`config.mk`:
```
export PLATFORM = sky130hd
export DESIGN_NAME = ahb_cmd_master
export DESIGN_NICKNAME = d
export VERILOG_FILES = /design/src/rtl/ahb_pkg.sv /design/src/rtl/ahb_wait_watchdog.sv /design/src/rtl/ahb_cmd_master.sv
export SDC_FILE = /design/constraint.sdc
export NUM_CORES = 1
export LEC_CHECK = 0
export ABC_CLOCK_PERIOD_IN_PS = 1900
export CELL_PAD_IN_SITES_DETAIL_PLACEMENT = 1
export CELL_PAD_IN_SITES_GLOBAL_PLACEMENT = 2
export CORE_ASPECT_RATIO = 0.75
export CORE_MARGIN = 4
export CORE_UTILIZATION = 34
export DETAILED_ROUTE_END_ITERATION = 12
export MAX_ROUTING_LAYER = met4
export PLACE_DENSITY = 0.88
export SLEW_MARGIN = 10
export SYNTH_ARGS = -nofsm -noshare
export SYNTH_HDL_FRONTEND = slang
export SYNTH_SLANG_ARGS = --single-unit
```
`constraint.sdc`:
```
create_clock -name HCLK -period 1.9 [get_ports HCLK]
set_input_delay 0.38 -clock HCLK [delete_from_list [all_inputs] [get_ports HCLK]]
set_output_delay 0.38 -clock HCLK [all_outputs]
set_load 0.02 [all_outputs]
```
`src/rtl/ahb_pkg.sv`:
```
// ----------------------------------------------------------------------------
// ahb_pkg
//   Shared AHB-Lite encodings and the command record used by ahb_cmd_master.
//   - htrans_e      : HTRANS transfer types
//   - HSIZE_*       : HSIZE encodings supported by the command stream
//   - HBURST_SINGLE : the only burst type this initiator issues
//   - ahb_cmd_t     : one command (address, write data, size, direction)
//   - hsize_legal   : true when a size code is one this initiator may issue
// ----------------------------------------------------------------------------
package ahb_pkg;

    typedef enum logic [1:0] {
        HTRANS_IDLE   = 2'b00,
        HTRANS_BUSY   = 2'b01,
        HTRANS_NONSEQ = 2'b10,
        HTRANS_SEQ    = 2'b11
    } htrans_e;

    localparam logic [2:0] HSIZE_BYTE    = 3'b000;
    localparam logic [2:0] HSIZE_HALF    = 3'b001;
    localparam logic [2:0] HSIZE_WORD    = 3'b010;
    localparam logic [2:0] HBURST_SINGLE = 3'b000;

    typedef struct packed {
        logic [31:0] addr;
        logic [31:0] wdata;
        logic [2:0]  size;
        logic        write;
    } ahb_cmd_t;

    // Sizes above a word are outside the 32-bit data bus.
    function automatic logic hsize_legal(input logic [2:0] size);
        return (size <= HSIZE_WORD);
    endfunction

endpackage

```
`src/rtl/ahb_wait_watchdog.sv`:
```
// ----------------------------------------------------------------------------
// ahb_wait_watchdog
//   Counts consecutive clock edges on which a data phase is pending (armed)
//   while the slave stretches it (hready low). When the run reaches
//   TIMEOUT_CYCLES the sticky timeout flag is raised; only reset clears it.
//   Ports:
//     clk, rst_n : clock, asynchronous active-low reset
//     armed      : a data phase is outstanding
//     hready     : AHB HREADY
//     timeout    : sticky flag, registered
// ----------------------------------------------------------------------------
module ahb_wait_watchdog #(
    parameter int unsigned TIMEOUT_CYCLES = 1024
) (
    input  logic clk,
    input  logic rst_n,
    input  logic armed,
    input  logic hready,
    output logic timeout
);

    localparam int unsigned CW = $clog2(TIMEOUT_CYCLES + 1);
    localparam logic [CW-1:0] COUNT_MAX  = CW'(TIMEOUT_CYCLES);
    localparam logic [CW-1:0] COUNT_LAST = CW'(TIMEOUT_CYCLES - 1);

    logic [CW-1:0] count_r;
    logic          timeout_r;

    // Wait-state run counter (saturating) and sticky timeout flag.
    always_ff @(posedge clk or negedge rst_n) begin
        if (!rst_n) begin
            count_r   <= '0;
            timeout_r <= 1'b0;
        end else if (armed && !hready) begin
            if (count_r != COUNT_MAX) begin
                count_r <= count_r + CW'(1);
            end
            // This edge is the TIMEOUT_CYCLES-th consecutive low edge.
            if (count_r == COUNT_LAST) begin
                timeout_r <= 1'b1;
            end
        end else begin
            count_r <= '0;
        end
    end

    assign timeout = timeout_r;

endmodule

```
`src/rtl/ahb_cmd_master.sv`:
```
// ----------------------------------------------------------------------------
// ahb_cmd_master
//   AHB-Lite initiator turning a valid/ready command stream into single
//   NONSEQ transfers, one response per command, in order.
//   Pipeline: AP (address phase) register -> DP (data phase) register.
//   An ERROR response parks any queued address phase in a replay buffer
//   and reissues it after the error completes, so nothing is dropped.
//   Ports:
//     HCLK, HRESETn                 : clock, asynchronous active-low reset
//     cmd_valid/ready/write/addr/size/wdata : command stream
//     rsp_valid/rdata/err           : one-cycle response pulse
//     busy                          : address or data phase in flight
//     timeout                       : sticky wait-state watchdog flag
//     HADDR..HWDATA, HREADY, HRDATA, HRESP : AHB-Lite master interface
// ----------------------------------------------------------------------------
module ahb_cmd_master
    import ahb_pkg::*;
#(
    parameter logic [3:0]  HPROT_VAL      = 4'b0011,
    parameter int unsigned TIMEOUT_CYCLES = 1024
) (
    input  logic        HCLK,
    input  logic        HRESETn,
    input  logic        cmd_valid,
    output logic        cmd_ready,
    input  logic        cmd_write,
    input  logic [31:0] cmd_addr,
    input  logic [2:0]  cmd_size,
    input  logic [31:0] cmd_wdata,
    output logic        rsp_valid,
    output logic [31:0] rsp_rdata,
    output logic        rsp_err,
    output logic        busy,
    output logic        timeout,
    output logic [31:0] HADDR,
    output logic [1:0]  HTRANS,
    output logic        HWRITE,
    output logic [2:0]  HSIZE,
    output logic [2:0]  HBURST,
    output logic [3:0]  HPROT,
    output logic [31:0] HWDATA,
    input  logic        HREADY,
    input  logic [31:0] HRDATA,
    input  logic        HRESP
);

    // Registered state
    ahb_cmd_t    ap_r;
    logic        ap_valid_r;
    htrans_e     htrans_r;
    logic        dp_valid_r;
    logic        dp_write_r;
    ahb_cmd_t    replay_r;
    logic        replay_valid_r;
    logic        err_hold_r;
    logic [31:0] hwdata_r;
    logic        rsp_valid_r;
    logic [31:0] rsp_rdata_r;
    logic        rsp_err_r;
    logic        busy_r;

    // Next-state values
    ahb_cmd_t    ap_s;
    logic        ap_valid_s;
    logic        dp_valid_s;
    logic        dp_write_s;
    ahb_cmd_t    replay_s;
    logic        replay_valid_s;
    logic        err_hold_s;
    logic [31:0] hwdata_s;
    logic        rsp_valid_s;
    logic [31:0] rsp_rdata_s;
    logic        rsp_err_s;

    ahb_cmd_t    cmd_s;
    logic        cmd_ready_s;
    logic        cmd_accept_s;
    logic        err_start_s;

    assign cmd_s        = '{addr: cmd_addr, wdata: cmd_wdata, size: cmd_size, write: cmd_write};
    assign cmd_ready_s  = (!ap_valid_r || HREADY) && !err_hold_r && !replay_valid_r;
    assign cmd_accept_s = cmd_valid && cmd_ready_s;
    // First cycle of the two-cycle ERROR response.
    assign err_start_s  = dp_valid_r && !HREADY && HRESP && !err_hold_r;

    // Pipeline advance, error handling and response generation.
    always_comb begin
        ap_s           = ap_r;
        ap_valid_s     = ap_valid_r;
        dp_valid_s     = dp_valid_r;
        dp_write_s     = dp_write_r;
        replay_s       = replay_r;
        replay_valid_s = replay_valid_r;
        err_hold_s     = err_hold_r;
        hwdata_s       = hwdata_r;
        rsp_valid_s    = 1'b0;
        rsp_rdata_s    = rsp_rdata_r;
        rsp_err_s      = rsp_err_r;

        if (HREADY) begin
            // Data phase completes (normal or second ERROR cycle).
            if (dp_valid_r) begin
                rsp_valid_s = 1'b1;
                rsp_err_s   = HRESP;
                rsp_rdata_s = dp_write_r ? 32'h0000_0000 : HRDATA;
            end else begin
                rsp_valid_s = 1'b0;
            end

            dp_valid_s = ap_valid_r;
            dp_write_s = ap_r.write;
            if (ap_valid_r) begin
                hwdata_s = ap_r.wdata;
            end else begin
                hwdata_s = hwdata_r;
            end
            err_hold_s = 1'b0;

            // A parked command goes out before anything new from the stream;
            // cmd_ready is low while one is parked, so no accept can collide.
            if (replay_valid_r) begin
                ap_s           = replay_r;
                ap_valid_s     = 1'b1;
                replay_valid_s = 1'b0;
            end else if (cmd_accept_s) begin
                ap_s       = cmd_s;
                ap_valid_s = 1'b1;
            end else begin
                ap_valid_s = 1'b0;
            end
        end else if (err_start_s) begin
            // Drive IDLE in the second error cycle; keep the pending address
            // phase (or a command accepted on this very edge) for reissue.
            err_hold_s = 1'b1;
            if (ap_valid_r) begin
                replay_s       = ap_r;
                replay_valid_s = 1'b1;
                ap_valid_s     = 1'b0;
            end else if (cmd_accept_s) begin
                replay_s       = cmd_s;
                replay_valid_s = 1'b1;
            end else begin
                replay_valid_s = replay_valid_r;
            end
        end else if (cmd_accept_s) begin
            // Only reachable with AP empty: start a new address phase while
            // the current data phase is being stretched.
            ap_s       = cmd_s;
            ap_valid_s = 1'b1;
        end else begin
            ap_valid_s = ap_valid_r;
        end
    end

    // State and AHB output registers.
    always_ff @(posedge HCLK or negedge HRESETn) begin
        if (!HRESETn) begin
            ap_r           <= '0;
            ap_valid_r     <= 1'b0;
            htrans_r       <= HTRANS_IDLE;
            dp_valid_r     <= 1'b0;
            dp_write_r     <= 1'b0;
            replay_r       <= '0;
            replay_valid_r <= 1'b0;
            err_hold_r     <= 1'b0;
            hwdata_r       <= 32'h0000_0000;
            rsp_valid_r    <= 1'b0;
            rsp_rdata_r    <= 32'h0000_0000;
            rsp_err_r      <= 1'b0;
            busy_r         <= 1'b0;
        end else begin
            ap_r           <= ap_s;
            ap_valid_r     <= ap_valid_s;
            htrans_r       <= ap_valid_s ? HTRANS_NONSEQ : HTRANS_IDLE;
            dp_valid_r     <= dp_valid_s;
            dp_write_r     <= dp_write_s;
            replay_r       <= replay_s;
            replay_valid_r <= replay_valid_s;
            err_hold_r     <= err_hold_s;
            hwdata_r       <= hwdata_s;
            rsp_valid_r    <= rsp_valid_s;
            rsp_rdata_r    <= rsp_rdata_s;
            rsp_err_r      <= rsp_err_s;
            busy_r         <= ap_valid_s || dp_valid_s;
        end
    end

    ahb_wait_watchdog #(
        .TIMEOUT_CYCLES (TIMEOUT_CYCLES)
    ) u_watchdog (
        .clk     (HCLK),
        .rst_n   (HRESETn),
        .armed   (dp_valid_r),
        .hready  (HREADY),
        .timeout (timeout)
    );

    assign cmd_ready = cmd_ready_s;
    assign rsp_valid = rsp_valid_r;
    assign rsp_rdata = rsp_rdata_r;
    assign rsp_err   = rsp_err_r;
    assign busy      = busy_r;
    assign HADDR     = ap_r.addr;
    assign HWRITE    = ap_r.write;
    assign HSIZE     = ap_r.size;
    assign HTRANS    = htrans_r;
    assign HWDATA    = hwdata_r;
    assign HBURST    = HBURST_SINGLE;
    assign HPROT     = HPROT_VAL;

endmodule
```
==> results.py, run 1 <==
metrics = {
    "cts": {
        "cts_tree": "built",
        "root_buffer": "clkbuf_16",
        "numClockSinks": 220,
        "numCtsBuffers": 25,
        "ctsLongestPathBuffers": 3,
        "clock_latency_ps": 540,
        "htree_levels": 1,
        "clkSlewWorstSetupHoldPaths_ps": 60,
    },
    "pwr": {
        "powerDensity_nw_per_um2": 1380,
        "p_leak_nw": 5.90,
        "ir_drop_mv": 0.829,
    },
    "setup_path": {
        "worst-r2r-cell-count": 6,
        "endpoint_kind": "primary output",
        "worstPathRequired_ps": 1520,
        "crit_type": "reg -> out",
        "crit_fanout": 2,
        "r2r_end": "replay_r[31]",
        "r2r_setup_slack_ps": 100,
        "cp-start-kind": "flip-flop",
        "critPathArrivalTime_ps": 1470,
        "timing.rr.start": "HTRANS[1]",
    },
    "cells_and_area": {
        "drive_gt1_frac": 0.131,
        "fill_cells": 3561,
        "fin_cells": 1662,
        "regArea_um2": 5510,
        "syn2layout_area_growth_pct": 30.4,
        "final_util": 0.453,
        "fin_area_um2": 14800,
        "multi_input_area_um2": 5080,
        "fin_nets": 1308,
    },
    "drt": {
        "viasPerCell": 5.24,
        "antenna_left": 0,
        "drc_errors": 0,
        "routed_wl_um": 34300,
        "vias": 8702,
        "wl_per_cell_um": 20.7,
        "drt_iter0_drc": 555,
        "dr.pass1.iters": 4,
    },
    "placement": {
        "place_inst": 1613,
        "io_buffers": 210,
        "dp_hpwl_um": 22300,
        "gp_congestion": 0.780,
        "placed_cell_area_um2": 13900,
        "pre_cts_slack_ps": -282,
    },
    "floorplanning": {
        "dieHeight_um": 166,
        "die_area_um2": 36400,
        "die_w_um": 219,
        "rows": 57,
        "start_util": 0.347,
        "coreArea_um2": 32700,
        "io_pins": 219,
    },
    "run": {
        "max_cap_violations": 0,
    },
    "yosys": {
        "ys.flop_type": "dfrtp_1",
        "ys_types": 44,
        "synth_area_leaders": "dfrtp_1, mux2i_1, nand2b_1",
        "synthCells": 1044,
        "yosysWarnings": 0,
        "synth_async_sr_flop_share": 1.00,
        "seq_area_frac_synth": 0.486,
        "syn_avg_cell_area_um2": 10.9,
        "yosysTopAreaCell": "dfrtp_1",
        "synth_area_um2": 11300,
        "netlist.area_leader.share": 0.486,
        "synth-seq-cells": 220,
        "synth_edf_count": 0,
    },
    "sta": {
        "post-route-min-period_ps": 1850,
        "finClkSkew_ps": 23.5,
        "hold_viol": 0,
        "worst-slew-pin-transition_ps": 644,
        "slew_viol_final": 0,
        "rsz0062_at_grt": "yes",
        "timing.final.ws_setup_ps": 49.1,
        "relSlewSlack": 0.567,
        "clock.fmax_mhz": 540,
        "holdWs_ps": 401,
        "setup_viol_count_final": 0,
        "min_period_over_period": 0.974,
    },
    "global_route": {
        "grt_pass1_wl_um": 55000,
        "grt_usage": 0.191,
        "antenna_found_initial": 1,
        "use_met2": 0.300,
        "met3_usage": 0.0307,
        "grt_util_met1": 0.266,
        "overflow": 0,
        "grt-busiest-layer": "met2",
        "grt_start_max_net_pins": 166,
        "grt_pass1_vias": 9487,
    },
    "hold_path": {
        "hold_class": "in -> async",
    },
    "run_status": {
        "status": "finished, final reports clean",
    },
}
layer usage:
metal / wire length [um] / vias up
met5: 0 / -
met4: 476 / 0
met3: 1350 / 35
met2: 15800 / 166
met1: 16700 / 4466
li1: - / 4035
power breakdown:
part,internal (mW),switching [mW]
Combinational,3.61,3.64
Clock,3.26,2.05
Sequential,6.46,1.37
Total,13.3,7.06
through the flow:
step	TNS, ps	power, mW
5_1_grt	-12.2	21.7
4_1_cts	0	20.7
3_3_place_gp	-18520	15.3
3_5_place_dp	-25070	15.7
6_report	0	20.4
2_1_floorplan	0	12.6
logic make-up after synthesis:
family / share of synthesized area
adders and majority gates: 0.00221
AOI/OAI and AO/OA: 0.172
other: 0.000662
xor gates and xnor gates: 0.00155
and+or+nand+nor: 0.172
buffers and inverters: 0.0707
muxes: 0.0956
DFF: 0.486
Yosys cell counts (3+ instances only):
cell type  count
a2bb2oi_2     20
o21ai_0       38
clkbuf_1      54
mux2i_1       70
nor2_1         6
dfrtp_1      220
a2bb2oi_1     47
inv_1          7
o22ai_1       68
and2_1        68
nand2b_1     103
nand2_1       43
buf_4         48
buf_2         26
o211ai_1      68
nand4_1        4
nand3b_1      68
buf_1          3
nand3_1        7
mux2_2        34
nor2b_1        3
a21oi_1        8
timing repair:
action / CTS / global route
buffers inserted: 2 / 0
endpoints found under the hold margin: 51 / 0
setup endpoints to repair: 77 / 33
resized for setup: 77 / 26
hold buffers: 1 / 0
how the worst max path moves through the flow:
| stage | start | to | slack [ps] |
|---|---|---|---|
| global placement | cmd_valid | ap_r[15] | -230 |
| finish | HTRANS[1] | cmd_ready | 50 |
| CTS | HWDATA[17] | HWDATA[17] | 0.5 |
| global route | HTRANS[1] | cmd_ready | -10 |
| floorplan | HTRANS[1] | cmd_ready | 200 |
| detailed placement | cmd_valid | HADDR[15] | -280 |
worst max-delay path, stage by stage, from the launching register on:
cell and delay [ps]:
dfrtp_4 470, nor2b_1 160, nor3_2 120, buf_4 200
sequential cells by signal, summed over array words and instances, names as in the netlist:
register            count
HWDATA                 32
HWRITE                  1
busy                    1
HTRANS                  1
dp_valid_r              1
err_hold_r              1
dp_write_r              1
replay_valid_r          1
replay_r               68
u_watchdog.timeout      1
rsp_rdata              32
HADDR                  32
HSIZE                   3
ap_r                   32
u_watchdog.count_r     11
rsp_err                 1
rsp_valid               1
placed cells by master, fill, tap and decap left out, types with 6 or more instances in the layout:
cell type,Yosys,routed
a21oi_1,8,7
a2bb2oi_1,47,47
a2bb2oi_2,20,20
and2_1,68,68
buf_12,2,21
buf_4,48,29
clkbuf_16,0,25
clkdlybuf4s50_1,0,108
conb_1,2,8
dfrtp_1,220,219
dlygate4sd2_1,0,75
dlymetal6s2s_1,0,24
inv_1,7,7
mux2_2,34,34
mux2i_1,70,70
nand2_1,43,40
nand2b_1,103,103
nand3_1,7,7
nand3b_1,68,68
nor2_1,6,6
o211ai_1,68,68
o21ai_0,38,38
o22ai_1,68,68
final cells by class:
class / count / area share
clock buffer: 30 / 0.0463
antenna: 1 / 0.000169
clock inverter: 15 / 0.0148
tap: 442 / 0.0374
multi-input combinational: 687 / 0.344
inverter: 7 / 0.00178
sequential: 220 / 0.373
timing repair buffer: 260 / 0.183
Power figures use the tool's default switching activity.
==> inputs of run 2 (changes only) <==
Settings changed: MAX_ROUTING_LAYER met4 to unset.
==> run 2 against run 1 <==
Fmax is 0.21% lower. Critical path depth grew 2. Clock power is essentially flat. Cell area stayed put. Worst setup slack worse by 3.9 ps. Via count rose by 0.37%. Non-clock buffer count stayed put. Sequential cell count did not move. Core utilization is the same. Global-route usage fell by 0.59 points. Register-to-register slack improved by 30 ps. Sequential power about the same. Largest power group unchanged.
==> results.py, run 2 (synthesis results as in run 1) <==
metrics = {
    "cells_and_area": {
        "largest_reg_flops": 68,
        "largest-register": "replay_r",
        "final_cell_mix": "dfrtp_1, clkdlybuf4s50_1, nand2b_1",
        "final_common_cell": "dfrtp_1",
        "fin_nets": 1308,
        "fill_cells": 3561,
        "multi_input_area_um2": 5080,
        "regArea_um2": 5510,
        "drive_gt1_frac": 0.131,
        "syn2layout_area_growth_pct": 30.4,
        "final_util": 0.453,
        "fin_area_um2": 14800,
    },
    "placement": {
        "placed_cell_area_um2": 13900,
        "gp_congestion": 0.770,
        "io_buffers": 210,
        "pre_cts_slack_ps": -282,
        "dp_hpwl_um": 22300,
    },
    "sta": {
        "hold_viol": 0,
        "worst-slew-pin-transition_ps": 639,
        "slew_viol_final": 0,
        "finClkSkew_ps": 19.8,
        "min_period_over_period": 0.976,
        "timing.final.ws_setup_ps": 45.2,
        "rsz0062_at_grt": "yes",
        "post-route-min-period_ps": 1850,
        "clock.fmax_mhz": 539,
        "setup_viol_count_final": 0,
        "relSlewSlack": 0.570,
    },
    "setup_path": {
        "crit_fanout": 8,
        "cp-endpoint": "cmd_ready",
        "worst-r2r-cell-count": 6,
        "r2r_end": "replay_r[31]",
        "startpoint": "HREADY",
        "crit_family": "buffers and inverters",
        "cp_cell_sequence": "clkdlybuf4s50_1, buf_4, nor2b_1, nor3_2, buf_4",
        "cp_slowest_cell": "clkdlybuf4s50_1",
        "cp-start-kind": "input pin",
        "crit_cells": 5,
        "timing.rr.start": "HTRANS[1]",
        "endpoint_kind": "primary output",
        "critPathMaxStageDelay_ps": 500,
        "r2r_setup_slack_ps": 130,
        "worstPathRequired_ps": 1520,
        "critPathArrivalTime_ps": 1470,
        "crit_top_cell": "buf_4",
        "cp_num_buf_inv": 3,
        "crit_type": "in -> out",
    },
    "global_route": {
        "grt_pass1_wl_um": 55000,
        "grt_usage": 0.185,
        "grt_start_max_net_pins": 166,
        "overflow": 0,
        "antenna_found_initial": 1,
        "grt_pass1_vias": 9484,
    },
    "cts": {
        "ctsLongestPathBuffers": 3,
        "clock_latency_ps": 540,
        "cts_tree": "built",
        "clkSlewWorstSetupHoldPaths_ps": 60,
        "htree_levels": 1,
        "root_buffer": "clkbuf_16",
        "numClockSinks": 220,
        "numCtsBuffers": 25,
    },
    "drt": {
        "drc_errors": 0,
        "vias": 8734,
        "dr.pass1.iters": 4,
        "viasPerCell": 5.26,
        "antenna_left": 0,
        "wl_per_cell_um": 20.7,
        "routed_wl_um": 34400,
        "drt_iter0_drc": 491,
    },
    "floorplanning": {
        "die_w_um": 219,
        "io_pins": 219,
        "dieHeight_um": 166,
        "coreArea_um2": 32700,
        "start_util": 0.347,
        "rows": 57,
        "die_area_um2": 36400,
    },
    "pwr": {
        "p_leak_nw": 5.90,
        "power_mw": 20.4,
        "powerDensity_nw_per_um2": 1380,
        "ir_drop_mv": 0.828,
    },
    "hold_path": {
        "hold_class": "in -> async",
    },
    "run": {
        "max_cap_violations": 0,
    },
    "run_status": {
        "status": "finished, final reports clean",
    },
}
==> run 2: cell counts in the layout (fill, tap and decap cells not counted) <==
Identical to the previous run, type by type.
==> run 2: per-layer routing <==
metal,vias up,part of all wire,GRT usage
li1,4030,-,-
met1,4496,0.48,0.264
met2,173,0.46,0.300
met3,35,0.047,0.0340
met4,0,0.014,0.0291
met5,-,0,0
==> run 2: power breakdown <==
| part | internal, mW | switching (mW) |
|---|---|---|
| registers | 6.46 | 1.37 |
| clock network | 3.26 | 2.06 |
| logic | 3.61 | 3.64 |
==> run 2: how the worst min path moves through the flow <==
| stage | cells after the start | endpoint | startpoint | slack (ps) |
|---|---|---|---|---|
| global route | 2 | rsp_rdata[5] | HRESETn | 420 |
| floorplan | 0 | HADDR[0] | HRESETn | 80 |
| detailed placement | 1 | rsp_rdata[5] | HRESETn | 360 |
| CTS | 2 | rsp_rdata[6] | HRESETn | 400 |
| finish | 2 | rsp_rdata[5] | HRESETn | 400 |
| global placement | 1 | rsp_rdata[5] | HRESETn | 360 |
==> run 2: area by class of cell <==
class / count / area share
clock buffer: 30 / 0.0463
timing repair buffer: 260 / 0.183
multi-input combinational: 687 / 0.344
clock inverter: 15 / 0.0148
sequential: 220 / 0.373
inverter: 7 / 0.00178
antenna: 1 / 0.000169
tap: 442 / 0.0374
==> run 2: timing repair <==
item	in CTS	in global routing
setup endpoints to repair	77	33
hold buffers	1	0
setup buffers	2	0
resized for setup	77	26
hold endpoints to repair	51	0
==> run 2: metrics by stage <==
step                hold slack [ps]  TNS (ps)  cells
finish                          398         0   1662
global route                    418     -12.2   1662
CTS                             398         0   1661
detailed placement              363    -25070   1613
global placement                363    -18520   1613
floorplan                      84.4         0   1050
==> inputs of run 3 (changes only) <==
Settings changed: CORE_UTILIZATION 34 to 35, CTS_BUF_LIST set to sky130_fd_sc_hd__clkbuf_4, PLACE_DENSITY 0.88 to 0.9, RECOVER_POWER set to 25, SKIP_CTS_REPAIR_TIMING set to 1.
==> run 3 against run 2 <==
The flow now finishes with violations (negative setup slack). Total power is 4.7% lower. Count of clock-buffer cells in the layout is 60 higher. Critical endpoint unchanged. Sequential share of layout area is 0.073 points higher. Clock skew is 19 ps higher. Sequential power hardly changed. Highest routed layer unchanged. Cell count is 2.5% higher. Critical path type is now reg -> out. Register-to-register slack worse by 40 ps. Global-route usage hardly changed. Sequential cell count stayed put. Via count is 1.7% higher.
==> results.py, run 3 (synthesis results as in run 1) <==
metrics = {
    "setup_path": {
        "worstPathRequired_ps": 1520,
        "r2r_end": "replay_r[64]",
        "crit_fanout": 3,
        "critPathMaxStageDelay_ps": 490,
        "endpoint_kind": "primary output",
        "cp_cell_sequence": "nor2b_1, nor3_2, buf_4",
        "cp_num_buf_inv": 1,
        "worst-r2r-cell-count": 5,
        "crit_family": "flip-flops",
        "critPathArrivalTime_ps": 1680,
        "crit_type": "reg -> out",
        "timing.rr.start": "err_hold_r",
        "cp_slowest_cell": "dfrtp_4",
        "r2r_setup_slack_ps": 90,
        "cp-start-kind": "flip-flop",
    },
    "run": {
        "max_cap_violations": 0,
    },
    "cts": {
        "clkSlewWorstSetupHoldPaths_ps": 70,
        "ctsLongestPathBuffers": 3,
        "numCtsBuffers": 58,
        "htree_levels": 2,
        "clock_latency_ps": 720,
        "numClockSinks": 220,
        "root_buffer": "clkbuf_4",
        "cts_tree": "built",
    },
    "sta": {
        "clock.fmax_mhz": 486,
        "slew_viol_final": 0,
        "hold_viol": 0,
        "timing.final.ws_setup_ps": -156,
        "min_period_over_period": 1.08,
        "setup_viol_count_final": 1,
        "finClkSkew_ps": 38.6,
        "relSlewSlack": 0.342,
        "worst-slew-pin-transition_ps": 986,
        "post-route-min-period_ps": 2060,
        "rsz0062_at_grt": "yes",
    },
    "drt": {
        "viasPerCell": 5.21,
        "drt_iter0_drc": 599,
        "routed_wl_um": 33900,
        "wl_per_cell_um": 19.9,
        "dr.pass1.iters": 4,
        "drc_errors": 0,
        "antenna_left": 0,
        "vias": 8880,
    },
    "floorplanning": {
        "io_pins": 219,
        "die_area_um2": 35400,
        "die_w_um": 216,
        "start_util": 0.359,
        "coreArea_um2": 31600,
        "rows": 56,
        "dieHeight_um": 164,
    },
    "hold_path": {
        "hold_path_startpoint": "HRDATA[3]",
        "hold_class": "in -> reg",
        "worstHoldPathCells": 3,
        "min_to": "rsp_rdata[3]",
    },
    "global_route": {
        "overflow": 0,
        "grt_pass1_wl_um": 52800,
        "grt_start_max_net_pins": 97,
        "grt-busiest-layer": "met2",
        "grt_usage": 0.185,
        "grt_pass1_vias": 9339,
        "antenna_found_initial": 1,
        "use_met2": 0.289,
        "grt_util_met1": 0.263,
        "met3_usage": 0.0436,
    },
    "cells_and_area": {
        "fin_area_um2": 14800,
        "largest-register": "replay_r",
        "final_util": 0.467,
        "fin_nets": 1337,
        "drive_gt1_frac": 0.166,
        "final_cell_mix": "dfrtp_1, nand2b_1, clkdlybuf4s50_1",
        "syn2layout_area_growth_pct": 30.1,
        "final_common_cell": "dfrtp_1",
        "largest_reg_flops": 68,
    },
    "placement": {
        "io_buffers": 210,
        "dp_hpwl_um": 21200,
        "gp_congestion": 0.755,
        "placed_cell_area_um2": 13700,
    },
    "pwr": {
        "p_leak_nw": 6.47,
        "power_mw": 19.4,
        "ir_drop_mv": 0.665,
        "powerDensity_nw_per_um2": 1320,
    },
    "run_status": {
        "status": "finished with violations",
        "violations": "negative setup slack",
    },
}
-- run 3: worst reg2reg max path, delay by kind of cell (launching register included) --
kind,cells,cell delay (ps)
multiplexers,1,240
buffers and inverters,2,440
AO/OA/AOI/OAI,1,120
flip-flops,1,430
AND/OR/NAND/NOR,1,470
-- run 3: where the power goes --
part	leakage [nW]	internal [mW]	switching, mW	total, mW
combinational	3.58	3.89	3.60	7.49
sequential	2.46	6.46	1.34	7.80
clock	0.432	2.12	2.02	4.14
total	6.47	12.5	6.96	19.4
-- run 3: cell type report --
cell class | instances | area [um^2]
clock inverter | 8 | 36.3
clock buffer | 90 | 676
timing repair buffer | 256 | 2880
sequential | 220 | 5510
multi-input combinational | 687 | 5090
tap | 435 | 544
antenna | 1 | 2.50
fill | 3422 | 16800
inverter | 7 | 26.3
-- run 3: per-layer routing --
layer	vias up	wire length, um
li1	4139	-
met1	4484	16400
met2	212	15300
met3	45	1720
met4	0	488
met5	-	0
-- run 3: how the worst max path moves through the flow --
stage | depth (start not counted) | end | from | slack (ps)
5_1_grt | 3 | cmd_ready | HTRANS[1] | -340
6_report | 3 | cmd_ready | HTRANS[1] | -160
3_3_place_gp | 4 | cmd_ready | HREADY | -340
3_5_place_dp | 6 | replay_r[65] | HREADY | -330
2_1_floorplan | 4 | cmd_ready | HTRANS[1] | 200
4_1_cts | 3 | cmd_ready | HTRANS[1] | -790
-- run 3: per-stage QoR --
stage | TNS [ps] | instances | setup slack, ps | hold WS, ps
finish | -156 | 1704 | -156 | 234
global route | -7200 | 1704 | -340 | 158
CTS | -29560 | 1698 | -794 | -542
detailed placement | -29970 | 1600 | -325 | 287
global placement | -26510 | 1600 | -342 | 280
floorplan | 0 | 1050 | 204 | 84.4
